===== src/rtl/rv32i_pkg.sv =====
// Shared RV32I definitions for the fetch/decode front end: base opcodes,
// controller states and immediate encodings.
package rv32i_pkg;

  localparam logic [6:0] OP_R      = 7'b0110011;
  localparam logic [6:0] OP_IMM    = 7'b0010011;
  localparam logic [6:0] OP_LOAD   = 7'b0000011;
  localparam logic [6:0] OP_STORE  = 7'b0100011;
  localparam logic [6:0] OP_BRANCH = 7'b1100011;
  localparam logic [6:0] OP_JAL    = 7'b1101111;
  localparam logic [6:0] OP_JALR   = 7'b1100111;
  localparam logic [6:0] OP_LUI    = 7'b0110111;
  localparam logic [6:0] OP_AUIPC  = 7'b0010111;

  // addi x0,x0,0 -- what the instruction register holds out of reset
  localparam logic [31:0] NOP_INSTR = 32'h0000_0013;

  typedef enum logic [1:0] {
    ST_IDLE  = 2'd0,
    ST_FETCH = 2'd1,
    ST_EXEC  = 2'd2,
    ST_HALT  = 2'd3
  } fsm_state_t;

  typedef enum logic [2:0] {
    IMM_I = 3'd0,
    IMM_S = 3'd1,
    IMM_B = 3'd2,
    IMM_U = 3'd3,
    IMM_J = 3'd4
  } imm_type_t;

endpackage


===== src/rtl/imm_gen.sv =====
// Immediate generator: reassembles and sign-extends the RV32I immediate
// fields of an instruction word according to its encoding format.
module imm_gen
  import rv32i_pkg::*;
(
  input  logic [31:7] instr_i,
  input  imm_type_t   imm_type_i,
  output logic [31:0] imm_o
);

  always_comb begin
    imm_o = 32'h0;
    case (imm_type_i)
      IMM_I: imm_o = {{20{instr_i[31]}}, instr_i[31:20]};
      IMM_S: imm_o = {{20{instr_i[31]}}, instr_i[31:25], instr_i[11:7]};
      IMM_B: imm_o = {{19{instr_i[31]}}, instr_i[31], instr_i[7],
                      instr_i[30:25], instr_i[11:8], 1'b0};
      IMM_U: imm_o = {instr_i[31:12], 12'h000};
      IMM_J: imm_o = {{11{instr_i[31]}}, instr_i[31], instr_i[19:12],
                      instr_i[20], instr_i[30:21], 1'b0};
      default: imm_o = 32'h0;
    endcase
  end

endmodule


===== src/rtl/fetch_decode_unit.sv =====
// RV32I fetch/decode front end: fetches over a req/ack handshake, decodes the IR
// and computes the next PC. Define FETCH_ILLEGAL_HALT_EN to halt on an illegal opcode.
module fetch_decode_unit
  import rv32i_pkg::*;
#(
  parameter logic [31:0] RESET_PC = 32'h0000_0000
) (
  input  logic        clk,
  input  logic        nRst,
  output logic        imem_req,
  output logic [31:0] imem_addr,
  input  logic        imem_ack,
  input  logic [31:0] imem_rdata,
  input  logic        stall,
  input  logic        alu_branch,
  input  logic [31:0] alu_result,
  output logic        instr_valid,
  output logic [31:0] pc,
  output logic        ALU_source,
  output logic [6:0]  opcode,
  output logic [2:0]  funct3,
  output logic [6:0]  funct7,
  output logic [31:0] immediate,
  output logic [4:0]  rs1,
  output logic [4:0]  rs2,
  output logic [4:0]  rd,
  output logic        reg_write,
  output logic        mem_read,
  output logic        mem_write,
  output logic        illegal
);

  fsm_state_t  state_q, state_d;
  logic [31:0] pc_q, pc_d;
  logic [31:0] ir_q, ir_d;

  imm_type_t   immType;
  logic        hasImm;
  logic [31:0] immRaw;
  logic [31:0] nextPcRaw;
  logic [31:0] nextPc;

  imm_gen u_imm_gen (
    .instr_i    (ir_q[31:7]),
    .imm_type_i (immType),
    .imm_o      (immRaw)
  );

  always_comb begin
    immType    = IMM_I;
    hasImm     = 1'b0;
    reg_write  = 1'b0;
    mem_read   = 1'b0;
    mem_write  = 1'b0;
    ALU_source = 1'b0;
    illegal    = 1'b0;
    case (ir_q[6:0])
      OP_R:      reg_write = 1'b1;
      OP_IMM:    begin reg_write = 1'b1; ALU_source = 1'b1; hasImm = 1'b1; end
      OP_LOAD:   begin reg_write = 1'b1; mem_read = 1'b1; ALU_source = 1'b1; hasImm = 1'b1; end
      OP_STORE:  begin mem_write = 1'b1; ALU_source = 1'b1; hasImm = 1'b1; immType = IMM_S; end
      OP_BRANCH: begin hasImm = 1'b1; immType = IMM_B; end
      OP_JAL:    begin reg_write = 1'b1; hasImm = 1'b1; immType = IMM_J; end
      OP_JALR:   begin reg_write = 1'b1; ALU_source = 1'b1; hasImm = 1'b1; end
      OP_LUI,
      OP_AUIPC:  begin reg_write = 1'b1; ALU_source = 1'b1; hasImm = 1'b1; immType = IMM_U; end
      default:   illegal = 1'b1;
    endcase
  end

  // funct7 only carries meaning for R-type and the immediate shifts (funct3 001/101)
  assign opcode    = ir_q[6:0];
  assign funct3    = ir_q[14:12];
  assign funct7    = ((ir_q[6:0] == OP_R) || ((ir_q[6:0] == OP_IMM) && (ir_q[13:12] == 2'b01)))
                     ? ir_q[31:25] : 7'h00;
  assign immediate = hasImm ? immRaw : 32'h0;
  assign rs1       = ir_q[19:15];
  assign rs2       = ir_q[24:20];
  assign rd        = ((ir_q[6:0] == OP_STORE) || (ir_q[6:0] == OP_BRANCH)) ? 5'd0 : ir_q[11:7];

  always_comb begin
    nextPcRaw = pc_q + 32'd4;
    case (ir_q[6:0])
      OP_JAL:    nextPcRaw = pc_q + immediate;
      OP_JALR:   nextPcRaw = alu_result;
      OP_BRANCH: nextPcRaw = alu_branch ? (pc_q + immediate) : (pc_q + 32'd4);
      default:   nextPcRaw = pc_q + 32'd4;
    endcase
  end

  // Word alignment is enforced here for every target, which also clears the JALR lsb
  assign nextPc = nextPcRaw & 32'hFFFF_FFFC;

  always_comb begin
    state_d = state_q;
    pc_d    = pc_q;
    ir_d    = ir_q;
    case (state_q)
      ST_IDLE:  state_d = ST_FETCH;
      ST_FETCH: begin
        if (imem_ack) begin
          ir_d    = imem_rdata;
          state_d = ST_EXEC;
        end
      end
      ST_EXEC: begin
        if (!stall) begin
`ifdef FETCH_ILLEGAL_HALT_EN
          if (illegal) begin
            state_d = ST_HALT;
          end else begin
            pc_d    = nextPc;
            state_d = ST_FETCH;
          end
`else
          pc_d    = nextPc;
          state_d = ST_FETCH;
`endif
        end
      end
      ST_HALT:  state_d = ST_HALT;
      default:  state_d = ST_IDLE;
    endcase
  end

  always_ff @(posedge clk or negedge nRst) begin
    if (!nRst) begin
      state_q <= ST_IDLE;
      pc_q    <= RESET_PC;
      ir_q    <= NOP_INSTR;
    end else begin
      state_q <= state_d;
      pc_q    <= pc_d;
      ir_q    <= ir_d;
    end
  end

  assign imem_req    = (state_q == ST_FETCH);
  assign imem_addr   = pc_q;
  assign pc          = pc_q;
  assign instr_valid = (state_q == ST_EXEC);

endmodule


===== config.mk =====
export PLATFORM = sky130hd
export DESIGN_NAME = fetch_decode_unit
export DESIGN_NICKNAME = d
export VERILOG_FILES = /design/src/rtl/rv32i_pkg.sv /design/src/rtl/imm_gen.sv /design/src/rtl/fetch_decode_unit.sv
export SDC_FILE = /design/constraint.sdc
export NUM_CORES = 1
export LEC_CHECK = 0
export BUFFER_PORTS_ARGS = -buffer_cell sky130_fd_sc_hd__buf_2
export CAP_MARGIN = 10
export CORE_ASPECT_RATIO = 0.7
export CORE_UTILIZATION = 50
export DETAILED_ROUTE_END_ITERATION = 12
export PLACE_DENSITY = 0.88
export SLEW_MARGIN = 20
export SYNTH_ARGS = -nofsm -noshare
export SYNTH_HDL_FRONTEND = slang
export SYNTH_SLANG_ARGS = --single-unit

===== constraint.sdc =====
create_clock -name clk -period 4.5 [get_ports clk]
set_input_delay 0.675 -clock clk [delete_from_list [all_inputs] [get_ports clk]]
set_output_delay 0.675 -clock clk [all_outputs]
set_load 0.02 [all_outputs]

# Word level (Yosys, flattened, before mapping)
# Cells that the tools add are included.
[word_totals]
ramBits = 0
word_cells = 54
out_inout_bits = 135
rom_bits = 0
input_bits = 69
n_memories = 0
ff_bits = 64
latch_bits = 0
[op_classes]
addsub = 2
n_mux = 16
n_shift = 0
n_lt_le_gt_ge = 0
eq_ne = 19
n_reduce_logical = 13
n_bitwise = 1
div_mod_pow = 0
n_mul = 0
[ops]
columns = ["cell", "n"]
rows = [
  ["$pmux W32 S5", 1],
  ["$pmux W32 S3", 1],
  ["$mux W32", 2],
  ["$add A32 B3 Y32 const B", 1],
  ["$add A32 B32 Y32", 1],
  ["$eq A7 B6 Y1 const B", 3],
  ["$eq A7 B7 Y1 const B", 3],
  ["$eq A7 B5 Y1 const B", 2],
  ["$pmux W3 S4", 1],
  ["$reduce_or A9 Y1", 1],
  ["$pmux W2 S4", 1],
  ["$reduce_or A8 Y1", 1],
  ["$eq A7 B2 Y1 const B", 1],
  ["$mux W7", 1],
  ["$reduce_or A7 Y1", 1],
  ["$eq A3 B2 Y1 const B", 2],
  ["$mux W1", 6],
  ["$reduce_and A2 Y1", 3],
  ["$reduce_or A6 Y1", 1],
  ["$mux W5", 1],
  ["$eq A2 B1 Y1 const B", 2],
  ["$eq A2 B2 Y1 const B", 2],
  ["$mux W2", 2],
  ["$eq A3 B1 Y1 const B", 1],
  ["9 further kinds", 10],
]

# Depth between registers and ports, before layout
# Gate-level depths: netlist of run 1.
[depth]
word_depth = 9
mapped_depth = 19
depth_no_buf = 18

# Cells and area by module
# From an unflattened synthesis of run 1, not the netlist that was laid out.
[hier_totals]
hier_cells = 758
area_unflattened_um2 = 6272.3
[by_module_without_submodules]
columns = ["mod", "cells_each", "area_per_inst_um2", "seq_area_each_um2", "n_inst"]
rows = [
  ["fetch_decode_unit", 664, 5731.7, 1605.3, 1],
  ["imm_gen", 94, 540.5, 0.0, 1],
]

# Worst setup path after synthesis of run 1
# Ideal clock, no wire load.
[synth_path]
kind = "reg-to-reg"
startpoint = "register ir_q[1]"
endpoint = "register pc_q[26], in the netlist imem_addr[26]"
arrival_ps = 4159
setup_slack_ps = 246
synth_period_minus_slack_ps = 4254
setup_time_ps = 96
path_buffers = 1
stages_incl_launch_ff = 17
required_time_ps = 4404
path_cell_list = "dfstp_2 > nand2_1 > or3_1 > nor3b_2 > or2_2 > clkbuf_1 > nand2_1 > a21oi_1 > ha_1 > a21o_1 > a21o_1 > a21o_1 > a31o_2 > a21oi_1 > a31oi_4 > o311a_1 > a311oi_2"
[synth_between]
elab_chain_len = 9
elab_cells_between_ends = 22
classes_between = "add/sub (1); eq/ne (12); mux (6); reduce/logical (3)"
[synth_rtl]
columns = ["item", "line", "text"]
rows = [
  ["start: declaration", "fetch_decode_unit.sv:35", "logic [31:0] ir_q, ir_d;"],
  ["start signal: assignment", "fetch_decode_unit.sv:134", "ir_q <= ir_d;"],
  ["$eq A7 B6 Y1 / $eq A7 B5 Y1 (equally long branches)", "fetch_decode_unit.sv:57", "case (ir_q[6:0])"],
  ["$reduce_or A2 Y1", "--", ""],
  ["$pmux W3 S4", "fetch_decode_unit.sv:57", ""],
  ["$eq A3 B3 Y1 (tied with other cells)", "imm_gen.sv:13", "case (imm_type_i)"],
  ["$pmux W32 S5", "imm_gen.sv:13", ""],
  ["$mux W32 *", "fetch_decode_unit.sv:76", "assign immediate = hasImm ? immRaw : 32'h0;"],
  ["via immediate[15]", "fetch_decode_unit.sv:23", "output logic [31:0] immediate,"],
  ["$add A32 B32 Y32 *", "fetch_decode_unit.sv:84, fetch_decode_unit.sv:86", ""],
  ["$mux W32", "fetch_decode_unit.sv:86", "OP_BRANCH: nextPcRaw = alu_branch ? (pc_q + immediate) : (pc_q + 32'd4);"],
  ["$pmux W32 S3 *", "fetch_decode_unit.sv:83", "case (ir_q[6:0])"],
  ["end signal: assignment", "fetch_decode_unit.sv:133", "pc_q <= pc_d;"],
  ["end: declaration", "fetch_decode_unit.sv:34", "logic [31:0] pc_q, pc_d;"],
]
# Mark *: on every way through the listed nets, which the timed path passes. The rest lies on a longest branch.
# A chain may end at the register's enable or synchronous reset.

# Final worst setup path of run 1
[layout_path]
startpoint = "register ir_q[1]"
endpoint = "register pc_q[30], in the netlist imem_addr[30]"
[layout_between]
elab_chain_len = 9
elab_cells_between_ends = 22
classes_between = "add/sub (1); eq/ne (12); mux (6); reduce/logical (3)"
[layout_rtl]
columns = ["item", "line"]
rows = [
  ["$eq A7 B6 Y1 / $eq A7 B5 Y1 (equally long branches)", "fetch_decode_unit.sv:57"],
  ["$reduce_or A2 Y1", "--"],
  ["$pmux W3 S4", "fetch_decode_unit.sv:57"],
  ["$eq A3 B3 Y1 (tied with other cells)", "imm_gen.sv:13"],
  ["$pmux W32 S5", "imm_gen.sv:13"],
  ["$mux W32", "fetch_decode_unit.sv:76"],
  ["$add A32 B32 Y32", "fetch_decode_unit.sv:84, fetch_decode_unit.sv:86"],
  ["$mux W32", "fetch_decode_unit.sv:86"],
  ["$pmux W32 S3 *", "fetch_decode_unit.sv:83"],
]
# Every way passes the cells marked *; elsewhere a longest branch is shown, timed or not.

==> results of run 1 <==
[area by class of cell]
type / instances / share of cell area [%]
multi-input cells: 531 / 53.4
flip-flops and latches: 64 / 22.9
repair buffers: 211 / 15.6
clock buffers: 9 / 3.22
well taps: 153 / 2.73
clock inverters: 7 / 1.47
inverters: 12 / 0.661
diodes: 1 / 0.0357
[worst max-delay path, stage by stage (launching register included)]
cell	delay, ns
dfstp_2	0.56
nand2_1	0.11
or3_4	0.37
nor3b_4	0.25
buf_4	0.18
or2_4	0.16
nand2_1	0.06
a21oi_1	0.31
ha_1	0.38
a21o_1	0.20
a21o_1	0.17
a21o_1	0.19
a31o_2	0.26
a21oi_1	0.28
a31oi_4	0.17
o31ai_2	0.23
xor2_1	0.20
o221ai_1	0.12
[kinds of logic (layout without fill, tap and decap cells)]
family	count (synthesis)	after routing
fa+ha+maj	31	31
flops	64	64
buf+inv	94	239
other cells	1	5
simple gates	229	229
xor+xnor	34	34
mux	33	33
compound gates	200	200
[report_power, final]
part           total (mW)  internal, mW  leakage (nW)  switching [mW]
clock               0.798         0.491         0.157           0.307
combinational        1.08         0.431          2.54           0.651
sequential          0.934         0.729         0.805           0.206
total                2.81          1.65          3.50            1.16
[worst paths after layout]
check                                     startpoint                         to  slack [ns]  cells past startpoint
worst max-delay path             ir_q[1]$_DFFE_PN1P_  imem_addr[30]$_DFFE_PN0P_        0.16                     17
worst min-delay path                            nRst  imem_addr[17]$_DFFE_PN0P_        0.43                      1
worst max register to register   ir_q[1]$_DFFE_PN1P_  imem_addr[30]$_DFFE_PN0P_        0.16                     17
worst min register to register  ir_q[17]$_DFFE_PN0P_       ir_q[17]$_DFFE_PN0P_        0.53                      1
max in group asynchronous                       nRst       ir_q[28]$_DFFE_PN0P_        3.12                      2
min in group clk                ir_q[17]$_DFFE_PN0P_       ir_q[17]$_DFFE_PN0P_        0.53                      1
[metrics by stage]
step                      utilization, %  setup WS, ns
after floorplan                        -         0.246
after detailed placement            59.0         0.118
after global routing                62.9       -0.0205
final                               62.9         0.158
after CTS                           61.9         0.117
after global placement              59.0         0.255
[sequential cells by signal, summed over array words and instances (netlist names)]
signal / count
state_q: 2
imem_addr: 30
ir_q: 32
[per-layer routing]
metal / vias to the layer above / wire length [um]
met1: 2841 / 8110
met5: - / 0
met4: 0 / 540
met2: 410 / 8060
li1: 2768 / -
met3: 45 / 2260
[cell usage in the layout, fill, tap and decap left out, types with 5 or more instances in the layout]
master	count
a211oi_1	6
a21o_1	24
a21oi_1	35
a221oi_1	7
a222oi_1	8
a22oi_1	6
a31oi_1	9
and2_1	15
and4_1	5
buf_2	197
buf_4	14
clkbuf_16	9
dfrtp_1	61
ha_1	28
inv_1	11
mux2_2	32
nand2_1	66
nand2b_1	8
nand3_1	19
nand4_1	5
nor2_1	55
nor2_2	5
nor2b_1	11
nor3_1	11
o21ai_0	40
o21ai_1	9
o221ai_1	10
xnor2_1	17
xor2_1	17
==> results.yml, run 1 <==
run_status:
  status: "completed"
synthesis:
  synth-compound-area-share_pct: 24.2
  synthAdderAreaFrac_pct: 6.83
  syn_area_um2: 5790
  synth_edf_count: 0
  synth.top_cells.by_count: "nand2_1 (66), dfrtp_1 (61), nor2_1 (60)"
  yosys.area.top_type: "dfrtp_1"
  yosysMostFrequentCell: "nand2_1"
  ys_seq_area_share_pct: 27.7
  synth_top_flop_cell: "dfrtp_1"
  synth_area_leaders: "dfrtp_1 (26%), buf_4 (7.0%), ha_1 (6.5%), mux2_2 (6.2%), nand2_1 (4.3%)"
  synth_xor_area_share_pct: 5.14
  synth_top_family_by_area: "compound AO/OA/AOI/OAI gates"
  synth.area.mux_share_pct: 6.40
  synthSimpleGateAreaFrac_pct: 19.8
  synth_cell_types: 80
  syn_inst: 686
  synth-seq-cells: 64
  synth_top_area_share_pct: 26.4
  synth_async_sr_flop_share_pct: 100
  syn_avg_cell_area_um2: 8.44
  yosysWarningCount: 0
cells_and_area:
  drive_gt1_share_pct: 36.7
  area_growth_pct: 20.9
  finalInstanceArea_um2: 7000
  n_fill_cell: 997
  multi_input_area_um2: 3740
  seq_area_um2: 1610
  final_nets: 929
  stdcell_count: 988
cts:
  clk_pin_slew_worst_paths_ns: 0.07
  cts_hold_buf: 0
  cts.sinks: 64
  cts_buffer_depth: 2
  insertion_delay_ns: 0.35
  htreeDepth: 3
  cts_tree: "done"
  root_buffer: "clkbuf_16"
  post-cts-setup-buffers: 0
  cts_resized: 0
  cts_buffers: 9
drt:
  vias: 6064
  avgViaCountPerCell: 6.14
  first_pass_iters: 5
  finalWirelength_um: 19000
  drt-initial-drc-count: 668
  wl_per_cell_um: 19.2
  ant_nets: 0
  drc: 0
sta:
  max_slew.worst_pin.slew_ns: 0.971
  relSlewSlack_pct: 35.1
  setup_violations: 0
  tns_ns: 0
  hold_violations: 0
  skew_ns: 0.0111
  period_minus_slack_ns: 4.34
  whs_ns: 0.431
  slew_viol_final: 0
  fin_crit_sh_pct: 96.5
  fmax_mhz: 230
floorplanning:
  die_x_um: 131
  die_h_um: 92.0
  core.rowCount: 32
  die-area_um2: 12000
  core_area_um2: 11100
  initial_core_util_pct: 52.0
  ios: 204
global_routing:
  grt_first_pass_wirelength_um: 28800
  grt_use_met1_pct: 43.6
  grt_pass1_vias: 5425
  overflow: 0
  busiest_layer: "met2"
  use_met3_pct: 7.99
  globalRouteMet2Util_pct: 46.9
  antenna_found_initial: 0
  grt_max_degree: 54
  grt_usage_pct: 31.4
job:
  maxCapViolations: 0
setup_path:
  critPathCaptureType: "register"
  cp_max_fo: 7
  critPathRequiredTime_ns: 4.71
  criticalPathCategory: "register to register"
  startpoint_type: "register"
  crit_arrival_ns: 4.55
pwr:
  power_mw: 2.81
  powerDensity_nw_per_um2: 402
  p_leak_nw: 3.50
  vdd_drop_max_mv: 0.267
min_path:
  min_path_type: "primary input to asynchronous set/reset pin"
placed_design:
  dp.cells: 971
  dp_hpwl_um: 14100
  gp_congestion: 0.976
  placed_area_um2: 6570
  io_buffers: 197
(Power assumes the default switching activity.)
==> run 2: changes to the inputs <==
Settings changed: CORE_UTILIZATION 50 to 45, PLACE_DENSITY 0.88 to 0.81.
==> run 2 against run 1 <==
Effect of this change: fmax up 0.37%; clock power shrank 7.6%; total power down 2.0%; non-clock buffer count up 7; critical endpoint is now imem_addr[31]$_DFFE_PN0P_; largest cell class unchanged.
==> results.yml, run 2 (synthesis results as in run 1) <==
global_routing:
  busiest_layer: "met2"
  antenna_found_initial: 1
  overflow: 0
  globalRouteMet2Util_pct: 41.7
  grt_use_met1_pct: 41.6
  grt_pass1_vias: 5425
  grt_usage_pct: 28.7
  use_met3_pct: 7.29
  grt_first_pass_wirelength_um: 29200
  grt_max_degree: 41
placed_design:
  gp_congestion: 0.962
  placed_area_um2: 6610
  io_buffers: 197
  dp.cells: 984
  dp_hpwl_um: 14600
drt:
  first_pass_iters: 5
  drc: 0
  vias: 5965
  avgViaCountPerCell: 5.94
  finalWirelength_um: 19400
  wl_per_cell_um: 19.3
  drt-initial-drc-count: 536
  ant_nets: 0
cts:
  cts_tree: "done"
  htreeDepth: 3
  clk_pin_slew_worst_paths_ns: 0.06
  cts_buffer_depth: 2
  root_buffer: "clkbuf_16"
  cts_buffers: 9
  insertion_delay_ns: 0.34
  cts.sinks: 64
  cts_hold_buf: 0
setup_path:
  criticalPathCategory: "register to register"
  r2r-start: "ir_q[0]$_DFFE_PN1P_"
  ff2ff_setup_slack_ns: 0.17
  critPathCaptureType: "register"
  startpoint_type: "register"
  critPathRequiredTime_ns: 4.73
  crit_start: "ir_q[0]$_DFFE_PN1P_"
  cp_max_fo: 7
  crit_arrival_ns: 4.56
floorplanning:
  core_area_um2: 12500
  die_x_um: 138
  die-area_um2: 13300
  initial_core_util_pct: 46.5
  ios: 204
  core.rowCount: 34
  die_h_um: 96.9
cells_and_area:
  multi_input_area_um2: 3730
  largest_reg_flops: 32
  regMostFlops: "ir_q"
  drive_gt1_share_pct: 37.0
  final_common_cell: "buf_2"
  n_fill_cell: 1171
  finalInstanceArea_um2: 7040
  fin_util_pct: 56.5
  stdcell_count: 1004
  final_nets: 936
  area_growth_pct: 21.5
  seq_area_um2: 1610
  final_cell_mix: "buf_2 (196), nand2_1 (66), dfrtp_1 (60)"
sta:
  slew_viol_final: 0
  relSlewSlack_pct: 33.7
  fmax_mhz: 231
  skew_ns: 0.00886
  setup_violations: 0
  max_slew.worst_pin.slew_ns: 0.994
  period_minus_slack_ns: 4.33
  hold_violations: 0
  whs_ns: 0.344
  fin_crit_sh_pct: 96.1
job:
  maxCapViolations: 0
pwr:
  vdd_drop_max_mv: 0.338
  power.internal_mw: 1.60
  p_leak_nw: 3.52
  p_sw_mw: 1.16
  p_comb_share_pct: 39.5
  powerDensity_nw_per_um2: 392
  clock_power_share_pct: 26.7
  pwr-share-seq_pct: 33.8
  netSwitchingFraction_pct: 42.0
min_path:
  min_path_type: "primary input to asynchronous set/reset pin"
run_status:
  status: "completed"
run 2: cell types whose count changed in the layout (fill, tap and decap cells not counted), sizes merged:
| cell | previous run | this run |
|---|---|---|
| clkinvlp | 1 | 2 |
| bufinv | 2 | 1 |
| buf | 211 | 218 |
run 2: power groups by stage:
| stage | Clock (mW) | Combinational, mW | Sequential [mW] |
|---|---|---|---|
| 2_1_floorplan | 0 | 0.846 | 0.874 |
| 3_3_place_gp | 0 | 1.04 | 0.926 |
| 3_5_place_dp | 0 | 1.06 | 0.935 |
| 4_1_cts | 0.744 | 1.06 | 0.924 |
| 5_1_grt | 0.768 | 1.17 | 0.955 |
| 6_report | 0.737 | 1.09 | 0.931 |
run 2: timing repair:
item	CTS	global route
setup endpoints to repair	0	11
buffers inserted	0	3
hold endpoints to repair	0	0
resized for setup	0	20
run 2: through the flow:
step / total power [mW] / setup TNS (ns) / setup WS (ns)
global placement: 1.97 / 0 / 0.193
finish: 2.76 / 0 / 0.174
CTS: 2.73 / 0 / 0.0691
detailed placement: 2.00 / 0 / 0.116
global route: 2.89 / -0.0217 / -0.0167
floorplan: 1.72 / 0 / 0.246
run 2: metal layers:
| layer | part of all wire, % | wire length (um) |
|---|---|---|
| met4 | 1.9 | 374 |
| met1 | 44 | 8610 |
| met5 | 0 | 0 |
| met2 | 43 | 8310 |
| met3 | 11 | 2110 |
run 2: critical path: stages (launching register included):
cell and delay [ns]:
dfstp_2 0.55, nand2_1 0.11, or3_1 0.41, nor2_2 0.27
nor3_4 0.10, nand2b_4 0.19, nor2_1 0.34, a21o_1 0.18
ha_1 0.24, nand2_2 0.13, nor2_2 0.21, and4_1 0.27
a2bb2oi_4 0.09, a31oi_4 0.24, a211oi_2 0.14, or4_1 0.55
a31oi_1 0.14, a21oi_1 0.05
run 2: final timing paths:
check	cells past startpoint	end
min	1	imem_addr[9]$_DFFE_PN0P_
min reg2reg	1	ir_q[10]$_DFFE_PN0P_
max reg2reg	17	imem_addr[31]$_DFFE_PN0P_
max	17	imem_addr[31]$_DFFE_PN0P_
min in group clk	1	ir_q[10]$_DFFE_PN0P_
max in group asynchronous	2	ir_q[4]$_DFFE_PN1P_
run 2: area by class of cell:
class,count,share of cell area [%]
diodes,1,0.0356
flip-flops and latches,64,22.8
inverters,12,0.658
multi-input cells,531,53.0
repair buffers,218,16.3
clock inverters,7,1.14
well taps,162,2.88
clock buffers,9,3.20
